### src/rtl/line_buf_ctrl_pkg.sv
// rtl/line_buf_ctrl_pkg.sv - shared state encoding and constants for the line buffer sequencer
package line_buf_ctrl_pkg;

    typedef enum logic [2:0] {
        IDLE  = 3'd0,
        LBRST = 3'd1,
        CLEAR = 3'd2,
        RUN   = 3'd3,
        DONE  = 3'd4
    } state_t;

    localparam int WIN_ROWS       = 5;
    // Rows that only fill the four buffer taps before a full column exists
    localparam int PRIME_ROWS     = WIN_ROWS - 1;
    localparam int DEF_LINE_WIDTH = 114;
    localparam int DEF_ADDR_W     = 9;

endpackage

### src/rtl/lb_pos_cnt.sv
// rtl/lb_pos_cnt.sv - column/row position counter with line wrap and last-pixel flag
module lb_pos_cnt
    import line_buf_ctrl_pkg::*;
#(
    parameter int LINE_WIDTH = DEF_LINE_WIDTH,
    parameter int COL_W      = DEF_ADDR_W,
    parameter int ROW_W      = 10
) (
    input  logic             clk,
    input  logic             rst_n,
    input  logic             clr,
    input  logic             inc,
    input  logic [ROW_W-1:0] rows,
    output logic [COL_W-1:0] col,
    output logic [ROW_W-1:0] row,
    output logic             last
);

    localparam logic [COL_W-1:0] LAST_COL = COL_W'(LINE_WIDTH - 1);

    logic [COL_W-1:0] r_col;
    logic [ROW_W-1:0] r_row;

    always_ff @(posedge clk) begin
        if (!rst_n || clr) begin
            r_col <= '0;
            r_row <= '0;
        end else if (inc) begin
            if (r_col == LAST_COL) begin
                r_col <= '0;
                r_row <= r_row + ROW_W'(1);
            end else begin
                r_col <= r_col + COL_W'(1);
            end
        end
    end

    assign col  = r_col;
    assign row  = r_row;
    assign last = (r_col == LAST_COL) && (r_row == rows - ROW_W'(1));

endmodule

### src/rtl/line_buf_ctrl.sv
// rtl/line_buf_ctrl.sv - frame sequencer for the 4-line SRAM line buffer; optional LINE_BUF_CTRL_STALL_GUARD_EN
module line_buf_ctrl
    import line_buf_ctrl_pkg::*;
#(
    parameter int PIX_W      = 8,
    parameter int LINE_WIDTH = DEF_LINE_WIDTH,
    parameter int ADDR_W     = DEF_ADDR_W,
    parameter int ROW_W      = 10
) (
    input  logic              clk,
    input  logic              rst_n,
    input  logic              start,
    input  logic [ROW_W-1:0]  cfg_rows,
    input  logic              in_valid,
    input  logic [PIX_W-1:0]  in_data,
    output logic              in_ready,
    output logic              lb_rst,
    output logic              lb_en,
    output logic [PIX_W-1:0]  lb_wdata,
    output logic              win_valid,
    output logic [ADDR_W-1:0] win_col,
    output logic [ROW_W-1:0]  win_row,
    output logic              busy,
    output logic              frame_done,
    output logic              stall_err
);

    localparam int CLR_W = $clog2(LINE_WIDTH);

    state_t           r_state;
    logic             r_lb_rst;
    logic             r_in_ready;
    logic             r_busy;
    logic             r_frame_done;
    logic [ROW_W-1:0] r_rows;
    logic [CLR_W-1:0] r_clr_cnt;

    logic             w_xfer;
    logic             w_last;
    logic             w_cnt_clr;

    assign w_xfer    = in_valid & r_in_ready;
    assign w_cnt_clr = (r_state == LBRST);

    // Outputs are registered from the next state so they line up with r_state
    always_ff @(posedge clk) begin
        if (!rst_n) begin
            r_state      <= IDLE;
            r_lb_rst     <= 1'b1;
            r_in_ready   <= 1'b0;
            r_busy       <= 1'b0;
            r_frame_done <= 1'b0;
            r_rows       <= '0;
            r_clr_cnt    <= '0;
        end else begin
            r_lb_rst     <= 1'b0;
            r_frame_done <= 1'b0;
            case (r_state)
                IDLE: begin
                    if (start) begin
                        r_state  <= LBRST;
                        r_lb_rst <= 1'b1;
                        r_busy   <= 1'b1;
                        r_rows   <= cfg_rows;
                    end
                end
                LBRST: begin
                    r_state   <= CLEAR;
                    r_clr_cnt <= '0;
                end
                CLEAR: begin
                    if (r_clr_cnt == CLR_W'(LINE_WIDTH - 1)) begin
                        r_state    <= RUN;
                        r_in_ready <= 1'b1;
                    end else begin
                        r_clr_cnt <= r_clr_cnt + CLR_W'(1);
                    end
                end
                RUN: begin
                    if (w_xfer && w_last) begin
                        r_state      <= DONE;
                        r_in_ready   <= 1'b0;
                        r_frame_done <= 1'b1;
                    end
                end
                DONE: begin
                    r_state <= IDLE;
                    r_busy  <= 1'b0;
                end
                default: begin
                    r_state    <= IDLE;
                    r_in_ready <= 1'b0;
                    r_busy     <= 1'b0;
                end
            endcase
        end
    end

    lb_pos_cnt #(
        .LINE_WIDTH(LINE_WIDTH),
        .COL_W     (ADDR_W),
        .ROW_W     (ROW_W)
    ) u_pos_cnt (
        .clk  (clk),
        .rst_n(rst_n),
        .clr  (w_cnt_clr),
        .inc  (w_xfer),
        .rows (r_rows),
        .col  (win_col),
        .row  (win_row),
        .last (w_last)
    );

    assign in_ready   = r_in_ready;
    assign lb_rst     = r_lb_rst;
    assign lb_en      = w_xfer;
    assign lb_wdata   = w_xfer ? in_data : '0;
    assign win_valid  = w_xfer && (win_row >= ROW_W'(PRIME_ROWS));
    assign busy       = r_busy;
    assign frame_done = r_frame_done;

`ifdef LINE_BUF_CTRL_STALL_GUARD_EN
    logic [ADDR_W-1:0] r_shadow;
    logic              r_stall_err;
    logic              w_stall;
    logic              w_shadow_inc;

    assign w_stall      = r_in_ready & ~in_valid;
    assign w_shadow_inc = (r_state == CLEAR) || w_stall;

    // A stall seen with the shadow at 0 means the buffer's rst_addr has lapped into live data
    always_ff @(posedge clk) begin
        if (!rst_n) begin
            r_shadow    <= '0;
            r_stall_err <= 1'b0;
        end else begin
            if (r_state == IDLE && start) begin
                r_stall_err <= 1'b0;
            end else if (w_stall && r_shadow == '0) begin
                r_stall_err <= 1'b1;
            end
            if (r_state == LBRST) begin
                r_shadow <= '0;
            end else if (w_shadow_inc) begin
                r_shadow <= r_shadow + ADDR_W'(1);
            end
        end
    end

    assign stall_err = r_stall_err;
`else
    assign stall_err = 1'b0;
`endif

endmodule
### config.mk
export PLATFORM = sky130hd
export DESIGN_NAME = line_buf_ctrl
export DESIGN_NICKNAME = d
export VERILOG_FILES = /design/src/rtl/line_buf_ctrl_pkg.sv /design/src/rtl/lb_pos_cnt.sv /design/src/rtl/line_buf_ctrl.sv
export SDC_FILE = /design/constraint.sdc
export NUM_CORES = 1
export LEC_CHECK = 0
export ABC_CLOCK_PERIOD_IN_PS = 3700
export BUFFER_PORTS_ARGS = -buffer_cell sky130_fd_sc_hd__buf_2
export CORE_ASPECT_RATIO = 1.4
export CORE_UTILIZATION = 46
export DETAILED_ROUTE_END_ITERATION = 8
export GPL_TIMING_DRIVEN = 0
export PLACE_DENSITY = 0.7
export SYNTH_ARGS = -nofsm -noshare
export SYNTH_HDL_FRONTEND = slang
export SYNTH_SLANG_ARGS = --single-unit
### constraint.sdc
create_clock -name clk -period 3.7 [get_ports clk]
set_input_delay 0.185 -clock clk [delete_from_list [all_inputs] [get_ports clk]]
set_output_delay 0.185 -clock clk [all_outputs]
set_load 0.1 [all_outputs]
# Word level (Yosys, flattened, before mapping)
# Cells that the tools add are included.
# op_classes
add_sub_neg	4
magnitude_cmp	1
eq_ne	11
n_mux	16
n_bitwise	3
reduce_logical	16
# op_table
operator	n
7-bit case mux with 2 select lines	1
3-bit case mux with 4 select lines	1
10-bit by 1-bit adder with 10-bit output (second input constant)	1
10-bit == test	1
10-bit by 3-bit greater-or-equal comparator with 1-bit output (second input constant)	1
2-bit AND reduction	5
10-bit by 1-bit subtractor with 10-bit output (second input constant)	1
9-bit by 1-bit adder with 9-bit output (second input constant)	1
9-bit by 7-bit == test with 1-bit output (second input constant)	1
3-bit 2-to-1 mux	3
9-bit 2-to-1 mux	1
8-bit 2-to-1 mux	1
2-bit inequality test (second input constant)	4
7-bit by 1-bit adder with 7-bit output (second input constant)	1
7-bit == test (second input constant)	1
7-bit 2-to-1 mux	1
3-bit by 2-bit == test with 1-bit output (second input constant)	2
1-bit 2-to-1 mux	6
3-bit AND reduction	2
3-bit OR reduction	2
3-bit by 1-bit == test with 1-bit output (second input constant)	1
3-bit == test (second input constant)	1
1-bit logical AND	3
3-bit zero test	1
other kinds (7)	8
# totals
register_bits	43
in_bits	22
elab_cells	60

# Depth between registers and ports, before layout
# depth
depth_word	6
mapped_depth	9
mapped_depth_nobuf	8

# By module
# Synthesis repeated with hierarchy kept, for this count alone.
# unflattened
cells_unflattened	288
hier_area_um2	2388.5
# by_module_without_submodules
mod	instances	cells_per_inst	area_per_inst_um2
lb_pos_cnt	1	148	1229.9
line_buf_ctrl	1	140	1158.6

# Worst setup path before layout
# No wires, ideal clock.
# synth_timing
kind	reg-to-output
from	register r_in_ready (netlist: in_ready)
to	output win_valid
t_arrival_ns	4.713
required_time_ns	3.515
path_slack_ns	-1.198
stages_incl_launch_ff	5
path_cell_list	dfxtp_1 clkbuf_1 and2_1 clkbuf_1 a21boi_0
# synth_via
elab_chain_len	2
# synth_rtl
item	line_no	text
from (decl)	line_buf_ctrl.sv:32	logic r_in_ready;
from (signal assigned)	line_buf_ctrl.sv:50	r_in_ready <= 1'b0;
from (signal assigned)	line_buf_ctrl.sv:74	r_in_ready <= 1'b1;
from (signal assigned)	line_buf_ctrl.sv:82	r_in_ready <= 1'b0;
1-bit AND	line_buf_ctrl.sv:42	assign w_xfer = in_valid & r_in_ready;
via lb_en	line_buf_ctrl.sv:18	output logic lb_en,
1-bit logical AND	line_buf_ctrl.sv:118	assign win_valid = w_xfer && (win_row >= ROW_W'(PRIME_ROWS));
to (decl)	line_buf_ctrl.sv:20	output logic win_valid,
# The timed path passes the listed nets, and every way through them passes these cells.

# Final worst setup path
# layout_timing
from	register r_in_ready (netlist: in_ready)
to	output win_valid
# layout_via
elab_chain_len	2
# layout_rtl
item	line_no
1-bit AND	line_buf_ctrl.sv:42
1-bit logical AND	line_buf_ctrl.sv:118
# Every way passes these cells.

==> run metrics <==
final WL=around 5000 um; cts bufs inserted=5; fin crit share=roughly 65%; clk slew on worst S/H paths=0.08 ns; Max-cap violations=0; Synth-to-Final Area Change=18.8%; Syn Inst Count=roughly 270; Peak VDD IR=between 0.15 and 0.2 mV; drt first-iter violations=81; # H-tree levels=2; Hold Path Class=primary input to flop; first-pass GRT wire length=8590 um; initial antenna violation count=0; Power Dens Cells=337 nW/um2; Switching Fraction=29.0%; postcts setup bufs=0; total gr overflow=0; Starting Density=47.8%; Final ANT Viol Nets=0; Vias=2084; vias in the first global route=between 1.5k and 2k; CP Launch Type=flop; Logic pwr share=16.3%; Clock power frac=31.3%; flops & latches, synth=43; Max Slew Vio Count=0; Netlist cell types=46; outcome=complete, no violations; die height=about 86 um; Net count, final=363; Die X=62.2 um; Pre-antenna DRT Iters=4; commonest non-fill, non-tap cell in the layout=buf_2; prevailing post-synth register cell=dfxtp_1; WL/cell=12.4 um; met3 WL=167 um; sequential fraction of design power=52.4%; Worst Tran Pin Value=roughly 0.5 ns; Power Internal=0.000663 W; share of layout cells above drive strength 1=23.9%; row count=30; TritonCTS clock tree=built; Clock Sinks=43; max layer used=met4; Post-Route M1 WL=2250 um; fillers=486; DPL Wire Length=3690 um; WP data required=3.51 ns; critical path peak fanout=10; Worst EP arrival=around 2.2 ns; yosys warns=0; Top Ports=56; gpl congestion=0.760; Overall Power=approximately 0.00093 W; slew margin rel.=66.0%; Core ar.=between 4000 and 5000 um2; Worst setup EP type=output pin; Worst-Skew Late Latency=0.29 ns; net count after synthesis=around 300; post-route core utilization=a little under three fifths; final hold viol count=0; Total GRT Usage=20.0%; Async SR Flop Fraction=0%; syn avg cell area=8.55 um2; RSZ-0062 raised after global routing=no; Net Sw Power=0.000271 W; sequential cell area fraction in the yosys report=36.9%; PortBufs=54; Leak=between 1 and 1.5 nW; Ant. Diodes=0; cts hold-fix bufs=0; most frequent cells in the layout=buf_2, dfxtp_1, nor2_1; Hold Slack=0.128 ns; pin count of the biggest net entering global routing=14; DRC Markers=0; Post-CTS Resized=0; maximum clock path buffer count=2; Mapped Area=2330 um2; WS Path Type=flop to output pin; met2 routed WL=around 2500 um; Setup TNS Final=0 ns; post-layout min period=about 2.4 ns; Layout Skew=roughly 0.0055 ns; # setup viols final=0; die area=5370 um2; Reg2Reg Setup Slack=1.56 ns; Fmax=0.416 GHz; number of synthesized flops with an enable pin=0; CTS root buffer=clkbuf_8; Vias/cell=5.22
[routing by layer]
metal	global-route usage [%]	vias to the layer above
li1	-	1059
met1	23.2	973
met2	36.2	46
met3	3.29	6
met4	8.46	0
met5	0	-
[synthesized netlist by cell type, types with 3 or more instances]
master / number / area [um2]
nor2b_1: 5 / 31.3
nand2b_1: 4 / 25.0
xor2_1: 23 / 201
nor2_1: 32 / 120
a21oi_1: 8 / 40.0
o21ai_0: 3 / 15.0
nor4_1: 4 / 25.0
a21boi_0: 12 / 90.1
inv_1: 7 / 26.3
nand2_1: 31 / 116
nor3_1: 3 / 15.0
nand4_1: 13 / 81.3
ha_1: 7 / 87.6
nand3_1: 6 / 30.0
xnor2_1: 9 / 78.8
and2_1: 3 / 18.8
dfxtp_1: 43 / 861
and3_1: 15 / 93.8
clkbuf_1: 10 / 37.5
[logic make-up (layout without fill, tap and decap cells)]
kind of cell               Yosys count  after routing  share of synthesized area (%)
muxes                                2              2                          0.857
other                                1              1                          0.161
DFF                                 43             43                           36.9
buffers and inverters               19             81                           3.38
xor gates and xnor gates            32             32                           12.0
adders and majority gates            7              7                           3.75
AOI/OAI and AO/OA                   33             33                           9.97
and+or+nand+nor                    136            136                           33.0
[worst max-delay path: stages (launching register included)]
cell	delay, ns
dfxtp_1	0.38
clkbuf_1	0.28
and2_1	0.20
clkbuf_1	0.40
a21boi_2	0.24
buf_2	0.43
[area by class of cell]
cell class | count | area (um2) | area share [%]
multi-input combinational | 211 | 1400 | 50.4
sequential | 43 | 861 | 31.0
timing repair buffer | 54 | 270 | 9.74
tap | 64 | 80.1 | 2.89
clock buffer | 6 | 72.6 | 2.62
buffer | 12 | 52.6 | 1.89
inverter | 7 | 26.3 | 0.947
clock inverter | 2 | 12.5 | 0.451
[power by group through the flow]
stage | clock [W] | combinational, W | sequential [W]
after floorplan | 0 | 0.000102 | 0.000513
after global placement | 0 | 0.000148 | 0.000500
after detailed placement | 0 | 0.000153 | 0.000501
after CTS | 0.000303 | 0.000153 | 0.000490
after global routing | 0.000323 | 0.000169 | 0.000492
final | 0.000293 | 0.000152 | 0.000490
[state kept, by name, indices dropped and copies added (netlist names)]
register       flops
r_state            3
u_pos_cnt.row     10
u_pos_cnt.col      9
busy               1
r_rows            10
lb_rst             1
r_clr_cnt          7
frame_done         1
in_ready           1
[through the flow]
step | instance area (um2) | setup WS [ns] | cells
4_1_cts | 2770 | 1.28 | 399
3_3_place_gp | 2690 | 1.59 | 391
5_1_grt | 2770 | 1.18 | 399
6_report | 2770 | 1.30 | 399
2_1_floorplan | 2340 | 0.0664 | 273
3_5_place_dp | 2690 | 1.55 | 391
[path summary, 6_finish.rpt]
path                     from   endpoint  cells after the start
max                  in_ready  win_valid                      5
min               cfg_rows[4]  r_rows[4]                      3
max reg2reg  u_pos_cnt.col[0]   in_ready                      7
min reg2reg         r_rows[9]  r_rows[9]                      2
Note: power is estimated with default switching activity, not from simulation.
